--- src/rtl/mem_ctrl_pkg.sv ---
// Shared widths, size encodings and state type for the byte-serial memory controller.
// Included by mem_ctrl and by anything that needs the IO map or access-size codes.
package mem_ctrl_pkg;

    localparam int ADDR_TYPE = 32;
    localparam int INST_TYPE = 32;
    localparam int DATA_TYPE = 32;

    typedef logic [ADDR_TYPE-1:0] addr_t;
    typedef logic [INST_TYPE-1:0] inst_t;
    typedef logic [DATA_TYPE-1:0] data_t;

    localparam addr_t ZERO_ADDR = '0;
    localparam data_t ZERO_WORD = '0;

    localparam logic [1:0] SIZE_BYTE = 2'd0;
    localparam logic [1:0] SIZE_HALF = 2'd1;
    localparam logic [1:0] SIZE_WORD = 2'd2;

    localparam addr_t IO_BASE = 32'h0003_0000;

    typedef enum logic [1:0] {
        ST_IDLE,
        ST_READ,
        ST_WRITE
    } status_t;

    function automatic logic [2:0] byte_count(input logic [1:0] size);
        case (size)
            SIZE_BYTE: return 3'd1;
            SIZE_HALF: return 3'd2;
            default:   return 3'd4;
        endcase
    endfunction

    // Sub-word loads spend one turnaround cycle after their last byte so that
    // load latency is 4 + size; a full word finishes on its last capture.
    function automatic logic [2:0] read_last_k(input logic [2:0] n);
        return (n == 3'd4) ? 3'd4 : n + 3'd1;
    endfunction

endpackage

--- src/rtl/mem_ctrl.sv ---
// Memory controller: serves fetch queries and LSB loads/stores as byte-serial
// accesses on the 8-bit synchronous RAM/IO port; LSB wins over fetch when both wait.
module mem_ctrl #(
    parameter logic [31:0] IO_BASE = mem_ctrl_pkg::IO_BASE
) (
    input  logic        clk,
    input  logic        rst,
    input  logic        rdy,
    input  logic [7:0]  mem_din,
    output logic [7:0]  mem_dout,
    output logic [31:0] mem_a,
    output logic        mem_wr,
    input  logic        io_buffer_full,
    input  logic        start_query_signal,
    input  logic [31:0] query_pc,
    output logic        finish_query_signal,
    output logic [31:0] queried_inst,
    input  logic        lsb_start,
    input  logic        lsb_wr,
    input  logic [1:0]  lsb_size,
    input  logic [31:0] lsb_addr,
    input  logic [31:0] lsb_wdata,
    output logic        lsb_finish,
    output logic [31:0] lsb_rdata,
    input  logic        misbranch_flag
);
    import mem_ctrl_pkg::*;

    status_t    state_q, state_d;

    logic       f_pend_q, f_pend_d;
    addr_t      f_pc_q, f_pc_d;

    logic       l_pend_q, l_pend_d;
    logic       l_wr_q, l_wr_d;
    logic [1:0] l_size_q, l_size_d;
    addr_t      l_addr_q, l_addr_d;
    data_t      l_wdata_q, l_wdata_d;

    logic       cur_lsb_q, cur_lsb_d;
    addr_t      cur_base_q, cur_base_d;
    logic [2:0] cur_n_q, cur_n_d;
    logic [2:0] k_q, k_d;
    data_t      buf_q, buf_d;

    addr_t      mem_a_q, mem_a_d;
    logic [7:0] mem_dout_q, mem_dout_d;
    logic       mem_wr_q, mem_wr_d;

    logic       fin_fetch_q, fin_fetch_d;
    logic       fin_lsb_q, fin_lsb_d;
    inst_t      inst_q, inst_d;
    data_t      rdata_q, rdata_d;

    logic       io_stall;
    logic [2:0] k_nxt;
    logic [1:0] lane;

    assign io_stall = (state_q == ST_WRITE) && (mem_a_q >= IO_BASE) && io_buffer_full;
    assign k_nxt    = k_q + 3'd1;
    assign lane     = k_q[1:0] - 2'd1;

    always_comb begin
        state_d     = state_q;
        f_pend_d    = f_pend_q && !misbranch_flag;
        f_pc_d      = f_pc_q;
        l_pend_d    = l_pend_q && !(misbranch_flag && !l_wr_q);
        l_wr_d      = l_wr_q;
        l_size_d    = l_size_q;
        l_addr_d    = l_addr_q;
        l_wdata_d   = l_wdata_q;
        cur_lsb_d   = cur_lsb_q;
        cur_base_d  = cur_base_q;
        cur_n_d     = cur_n_q;
        k_d         = k_q;
        buf_d       = buf_q;
        mem_a_d     = mem_a_q;
        mem_dout_d  = mem_dout_q;
        mem_wr_d    = mem_wr_q;
        fin_fetch_d = 1'b0;
        fin_lsb_d   = 1'b0;
        inst_d      = inst_q;
        rdata_d     = rdata_q;

        // A fetch arriving together with a flush belongs to the new path and survives it.
        if (start_query_signal) begin
            f_pend_d = 1'b1;
            f_pc_d   = query_pc;
        end
        if (lsb_start) begin
            l_pend_d  = 1'b1;
            l_wr_d    = lsb_wr;
            l_size_d  = lsb_size;
            l_addr_d  = lsb_addr;
            l_wdata_d = lsb_wdata;
        end

        case (state_q)
            ST_IDLE: begin
                if (l_pend_d) begin
                    l_pend_d   = 1'b0;
                    cur_lsb_d  = 1'b1;
                    cur_base_d = l_addr_d;
                    cur_n_d    = byte_count(l_size_d);
                    k_d        = 3'd0;
                    buf_d      = ZERO_WORD;
                    mem_a_d    = l_addr_d;
                    if (l_wr_d) begin
                        state_d    = ST_WRITE;
                        mem_wr_d   = 1'b1;
                        mem_dout_d = l_wdata_d[7:0];
                    end else begin
                        state_d    = ST_READ;
                    end
                end else if (f_pend_d) begin
                    f_pend_d   = 1'b0;
                    cur_lsb_d  = 1'b0;
                    cur_base_d = f_pc_d;
                    cur_n_d    = 3'd4;
                    k_d        = 3'd0;
                    buf_d      = ZERO_WORD;
                    mem_a_d    = f_pc_d;
                    state_d    = ST_READ;
                end
            end

            ST_READ: begin
                if (misbranch_flag) begin
                    state_d = ST_IDLE;
                end else begin
                    // mem_din carries the byte addressed one cycle earlier.
                    if (k_q != 3'd0 && k_q <= cur_n_q) begin
                        buf_d[{lane, 3'b000} +: 8] = mem_din;
                    end
                    if (k_q == read_last_k(cur_n_q)) begin
                        state_d = ST_IDLE;
                        if (cur_lsb_q) begin
                            fin_lsb_d = 1'b1;
                            rdata_d   = buf_d;
                        end else begin
                            fin_fetch_d = 1'b1;
                            inst_d      = buf_d;
                        end
                    end else begin
                        k_d = k_nxt;
                        if (k_nxt < cur_n_q) begin
                            mem_a_d = cur_base_q + {29'd0, k_nxt};
                        end
                    end
                end
            end

            ST_WRITE: begin
                if (!io_stall) begin
                    if (k_q == cur_n_q - 3'd1) begin
                        state_d   = ST_IDLE;
                        mem_wr_d  = 1'b0;
                        fin_lsb_d = 1'b1;
                    end else begin
                        k_d        = k_nxt;
                        mem_a_d    = cur_base_q + {29'd0, k_nxt};
                        mem_dout_d = l_wdata_q[{k_nxt[1:0], 3'b000} +: 8];
                    end
                end
            end

            default: state_d = ST_IDLE;
        endcase
    end

    always_ff @(posedge clk) begin
        if (rst) begin
            state_q     <= ST_IDLE;
            f_pend_q    <= 1'b0;
            f_pc_q      <= ZERO_ADDR;
            l_pend_q    <= 1'b0;
            l_wr_q      <= 1'b0;
            l_size_q    <= SIZE_BYTE;
            l_addr_q    <= ZERO_ADDR;
            l_wdata_q   <= ZERO_WORD;
            cur_lsb_q   <= 1'b0;
            cur_base_q  <= ZERO_ADDR;
            cur_n_q     <= 3'd0;
            k_q         <= 3'd0;
            buf_q       <= ZERO_WORD;
            mem_a_q     <= ZERO_ADDR;
            mem_dout_q  <= 8'h00;
            mem_wr_q    <= 1'b0;
            fin_fetch_q <= 1'b0;
            fin_lsb_q   <= 1'b0;
            inst_q      <= ZERO_WORD;
            rdata_q     <= ZERO_WORD;
        end else if (rdy) begin
            state_q     <= state_d;
            f_pend_q    <= f_pend_d;
            f_pc_q      <= f_pc_d;
            l_pend_q    <= l_pend_d;
            l_wr_q      <= l_wr_d;
            l_size_q    <= l_size_d;
            l_addr_q    <= l_addr_d;
            l_wdata_q   <= l_wdata_d;
            cur_lsb_q   <= cur_lsb_d;
            cur_base_q  <= cur_base_d;
            cur_n_q     <= cur_n_d;
            k_q         <= k_d;
            buf_q       <= buf_d;
            mem_a_q     <= mem_a_d;
            mem_dout_q  <= mem_dout_d;
            mem_wr_q    <= mem_wr_d;
            fin_fetch_q <= fin_fetch_d;
            fin_lsb_q   <= fin_lsb_d;
            inst_q      <= inst_d;
            rdata_q     <= rdata_d;
        end
    end

    // Write strobe drops immediately on a global pause or a full IO buffer.
    assign mem_wr              = mem_wr_q && rdy && !io_stall;
    assign mem_a               = mem_a_q;
    assign mem_dout            = mem_dout_q;
    assign finish_query_signal = fin_fetch_q;
    assign queried_inst        = inst_q;
    assign lsb_finish          = fin_lsb_q;
    assign lsb_rdata           = rdata_q;

endmodule

--- config.mk ---
export PLATFORM = sky130hd
export DESIGN_NAME = mem_ctrl
export DESIGN_NICKNAME = d
export VERILOG_FILES = /design/src/rtl/mem_ctrl_pkg.sv /design/src/rtl/mem_ctrl.sv
export SDC_FILE = /design/constraint.sdc
export NUM_CORES = 1
export LEC_CHECK = 0
export CAP_MARGIN = 0
export CORE_MARGIN = 2
export CORE_UTILIZATION = 50
export DETAILED_ROUTE_END_ITERATION = 6
export DONT_BUFFER_PORTS = 1
export GPL_TIMING_DRIVEN = 0
export HOLD_SLACK_MARGIN = 0.06
export MAX_ROUTING_LAYER = met4
export PLACE_DENSITY = 0.68
export REMOVE_ABC_BUFFERS = 1
export SLEW_MARGIN = 15
export SYNTH_ARGS = -nofsm -noshare
export SYNTH_HDL_FRONTEND = slang
export SYNTH_SLANG_ARGS = --single-unit
export TNS_END_PERCENT = 30
--- constraint.sdc ---
create_clock -name clk -period 2.4 [get_ports clk]
set_clock_uncertainty 0.2 [all_clocks]
set_input_delay 0.36 -clock clk [delete_from_list [all_inputs] [get_ports clk]]
set_output_delay 0.36 -clock clk [all_outputs]
set_load 0.05 [all_outputs]
# Word level (Yosys, flattened, before mapping)
# Index checks and enable logic that the tools add are counted.
# classes
add_sub_neg	6
n_shift	3
n_bitwise	2
eq_ne	16
mux	65
order_cmp	3
n_reduce_logical	29
# op_table
cell	n
32-bit 2-to-1 mux	13
32-bit case mux with 3 select lines	1
32-bit case mux with 2 select lines	1
8-bit 2-to-1 mux	5
32-bit by 3-bit adder with 32-bit output	1
32-bit bitwise mux	1
32-bit by 18-bit >= comparator with 1-bit output, second input constant	1
8-bit by 7-bit variable shift with 32-bit output, first input constant	1
32-bit by 6-bit indexed part select with 8-bit output	1
8-bit by 7-bit indexed part select with 32-bit output	1
3-bit 2-to-1 mux	9
1-bit 2-to-1 mux	21
2-bit 2-to-1 mux	8
8-bit case mux with 2 select lines	1
5-bit AND reduction	3
2-bit != test, second input constant	7
6-bit AND reduction	2
3-bit case mux with 3 select lines	1
1-bit logical AND	8
8-bit AND reduction	1
5-bit negation with 7-bit output	1
7-bit AND reduction	1
3-bit by 1-bit adder with 3-bit output, second input constant	2
3-bit equality test	2
other kinds (20)	31
# word_totals
word_cells	145
register_bits	281

# Logic depth before layout (Yosys ltp)
# depth
word_depth	7
ltp_mapped	11
mapped_depth_nobuf	10

# Worst setup path before layout
# No wires, ideal clock.
# synth_timing
path_kind	reg-to-reg
from	register k_q[0]
to	register mem_a_q[3], in the netlist mem_a[3]
required_time_ns	2.068
path_slack_ns	-0.276
t_arrival_ns	2.344
n_path_buf	1
setup_time_ns	0.132
stages_incl_launch_ff	12
path_cell_list	dfxtp_1 -> inv_2 -> ha_1 -> ha_1 -> nor2b_1 -> o21a_1 -> nor3_1 -> o21ai_2 -> a21o_1 -> buf_2 -> a211oi_2 -> nor3_1
# synth_between
elab_chain_len	6
elab_cells_between_ends	15
# synth_lines
item	line_no	text
start: declaration	mem_ctrl.sv:43	logic [2:0] k_q, k_d;
start signal: assignment	mem_ctrl.sv:205	k_q <= k_d;
3-bit by 1-bit adder with 3-bit output	mem_ctrl.sv:60	assign k_nxt = k_q + 3'd1;
32-bit by 3-bit adder with 32-bit output	mem_ctrl.sv:147, mem_ctrl.sv:161	
32-bit 2-to-1 mux	mem_ctrl.sv:146	if (k_nxt < cur_n_q) begin
32-bit 2-to-1 mux	mem_ctrl.sv:135	if (k_q == read_last_k(cur_n_q)) begin
32-bit 2-to-1 mux	mem_ctrl.sv:128	if (misbranch_flag) begin
32-bit case mux with 3 select lines	mem_ctrl.sv:98	case (state_q)
end signal: assignment	mem_ctrl.sv:207	mem_a_q <= mem_a_d;
end: declaration	mem_ctrl.sv:46	addr_t mem_a_q, mem_a_d;
# Parallel ways exist; a longest one is shown, timed or not. The select of a mux whose other input is x is not followed.
# A chain may end at the register's enable or synchronous reset.

# Worst setup path in the final report
# layout_timing
from	register k_q[0]
to	register mem_a_q[28], in the netlist mem_a[28]
# The elaborated chain is that of the path after synthesis.

==> results.py <==
metrics = {
    "route": {
        "met1Wirelength_um": 17300,
        "drt-initial-drc-count": 890,
        "drc": 0,
        "top_layer_used": "met4",
        "firstDrtPassIters": 5,
        "wl_per_cell_um": 19.1,
        "wl_met2_um": 20000,
        "met3_length_um": 3180,
        "viasPerCell": 5.76,
        "ant_nets": 0,
        "vias": 12477,
        "wl_um": 41500,
    },
    "grt": {
        "grt_overflow": 0,
        "grtUsageTotal_pct": 28.6,
        "antenna_found_initial": 0,
        "grt_max_degree": 268,
        "grt_pass1_vias": 12134,
        "grt_first_pass_wirelength_um": 63800,
    },
    "timing": {
        "tightest_slew_ps": 817,
        "finalSetupViolations": 129,
        "fin_crit_ps": 2700,
        "setup_ws_ps": -303,
        "tns_ps": -16610,
        "grt_setup_unrepaired": "true",
        "slew_violations": 0,
        "fmax_mhz": 370,
        "fin_crit_sh_pct": 113,
        "slew_headroom_pct": 45.0,
        "hold_viol": 139,
        "hold_slack_ps": -305,
    },
    "synthesis": {
        "synth.distinct_cells": 60,
        "yosys_warnings": 0,
        "yosysSeqAreaShare_pct": 42.4,
        "synth.most_common_cell": "nand2_1",
        "synth_seq_cells": 281,
        "synth_common_cells": "370 x nand2_1, 281 x dfxtp_1, 205 x a21oi_1, 154 x nor2_1, 87 x mux2i_1",
        "postSynthCellCount": 1650,
        "synth.largest_area_cell": "dfxtp_1",
        "syn_area_um2": 13300,
        "avgSynthCellArea_um2": 8.03,
        "synth_edf_count": 0,
        "synth_ff_type": "dfxtp_1",
        "post-synth-top-area-fraction_pct": 42.4,
        "async_flop_share_pct": 0,
        "ys_top_cells_by_area": "dfxtp_1 42%, nand2_1 10%, a21oi_1 7.7%",
    },
    "cells_and_area": {
        "area_growth_pct": 34.2,
        "utilization_pct": 68.3,
        "final_nets": 1945,
        "n_antenna_cell": 0,
        "fillers": 1999,
        "postLayoutCellArea_um2": 17800,
        "drive_gt1_share_pct": 15.8,
        "instances_no_fill": 2167,
    },
    "critical_path": {
        "start_kind": "flip-flop",
        "crit_path_end_kind": "flip-flop",
        "crit_arrival_ps": 2960,
        "crit_fanout": 15,
        "critical_path_class": "flip-flop to flip-flop",
        "worstPathRequired_ps": 2660,
    },
    "job": {
        "cap_violations": 0,
    },
    "outcome": {
        "violations": "hold timing, setup timing",
        "run_status": "complete, but fails checks",
    },
    "place": {
        "dp_hpwl_um": 22000,
        "placedInstanceArea_um2": 13400,
        "place_ws_ps": -2360,
        "port_buffers": 0,
        "gp_congestion": 0.794,
        "dp_cells": 1876,
    },
    "die": {
        "die-area_um2": 27800,
        "fp.dieH_um": 167,
        "fp.dieW_um": 167,
        "ios": 221,
        "floorplan.initialDensity_pct": 50.9,
        "core_um2": 26100,
        "rows": 59,
    },
    "pwr": {
        "power_density_nw_per_um2": 683,
        "power.leakage_nw": 6.86,
        "ir_worst_vdd_mv": 0.884,
        "p_total_mw": 12.2,
    },
    "clocking": {
        "cts_made_buffers": 31,
        "cts_root_buffer": "clkbuf_16",
        "holdBufCountCts": 154,
        "clk_pin_slew_ps": 60,
        "htree_levels": 1,
        "clock-sinks": 281,
        "clock_latency_ps": 550,
        "cts_buffer_depth": 3,
        "cts_tree": "done",
    },
    "min_path": {
        "hold_class": "input port to flip-flop",
    },
}
cells in the final DEF (no fill, tap or decap), types with 22 or more instances in the layout:
| master | netlist | layout |
|---|---|---|
| a211oi_1 | 63 | 56 |
| nor3_1 | 54 | 49 |
| buf_4 | 2 | 38 |
| dlygate4sd3_1 | 0 | 153 |
| a22o_1 | 24 | 24 |
| buf_6 | 3 | 22 |
| mux2i_1 | 87 | 75 |
| a21oi_1 | 205 | 195 |
| nor2b_1 | 44 | 42 |
| clkbuf_16 | 0 | 33 |
| inv_1 | 34 | 29 |
| o211ai_1 | 28 | 28 |
| nand2_1 | 370 | 365 |
| nor2_1 | 154 | 141 |
| dfxtp_1 | 281 | 258 |
state kept, by name (all words and copies together) (netlist names), 2 cells and up:
name and count:
cur_base_q 32, queried_inst 32, l_wdata_q 32, f_pc_q 32, mem_dout 8, l_addr_q 32
state_q 2, lsb_rdata 32, mem_a 32, cur_n_q 3, k_q 3, l_size_q 2
buf_q 32
power by group:
part / internal (mW) / switching [mW]
combinational: 0.837 / 0.982
clock: 3.02 / 1.96
sequential: 4.88 / 0.472
total: 8.73 / 3.42
what timing repair did:
item | in CTS | in global routing
cloned | 7 | 3
setup endpoints to repair | 179 | 158
pin swaps | 51 | 39
hold endpoints to repair | 281 | 177
buffers inserted | 44 | 28
resized for setup | 136 | 85
cells by family after synthesis:
family                     synth area share [%]
and+or+nand+nor                            23.2
AOI/OAI and AO/OA                          17.1
DFF                                        42.4
buffers and inverters                      4.77
muxes                                      7.93
xor gates and xnor gates                   2.35
adders and majority gates                  2.23
layout make-up:
type / instances / area (um2) / share of cell area (%)
Timing Repair Buffer: 236 / 2560 / 14.4
Sequential cell: 281 / 5680 / 31.9
Tap cell: 335 / 419 / 2.36
Clock buffer: 45 / 898 / 5.05
Inverter: 35 / 146 / 0.823
Multi-Input combinational cell: 1223 / 7920 / 44.5
Clock inverter: 12 / 170 / 0.956
critical path, stage by stage (launching register included):
cell      delay, ps
dfxtp_4         420
inv_8            60
ha_4            330
ha_4            210
nor2b_4         120
o21a_1          210
nor3_4          180
o21ai_4         170
a21oi_4         230
buf_12          180
o211ai_1        100
a21oi_1         200
final timing paths:
check / cells past startpoint / slack (ps) / start / to
min reg2reg: 1 / 280 / buf_q[0] / buf_q[0]
max reg2reg: 11 / -300 / k_q[0] / mem_a[28]
min: 1 / -310 / rst / mem_dout[6]
max: 11 / -300 / k_q[0] / mem_a[28]
metal layers:
| layer | vias up | GRT usage [%] |
|---|---|---|
| met5 | - | - |
| met4 | 0 | 7.80 |
| met3 | 78 | 7.15 |
| met2 | 438 | 46.6 |
| met1 | 5984 | 35.5 |
| li1 | 5977 | - |
No activity file was read; power rests on OpenSTA's default activity.
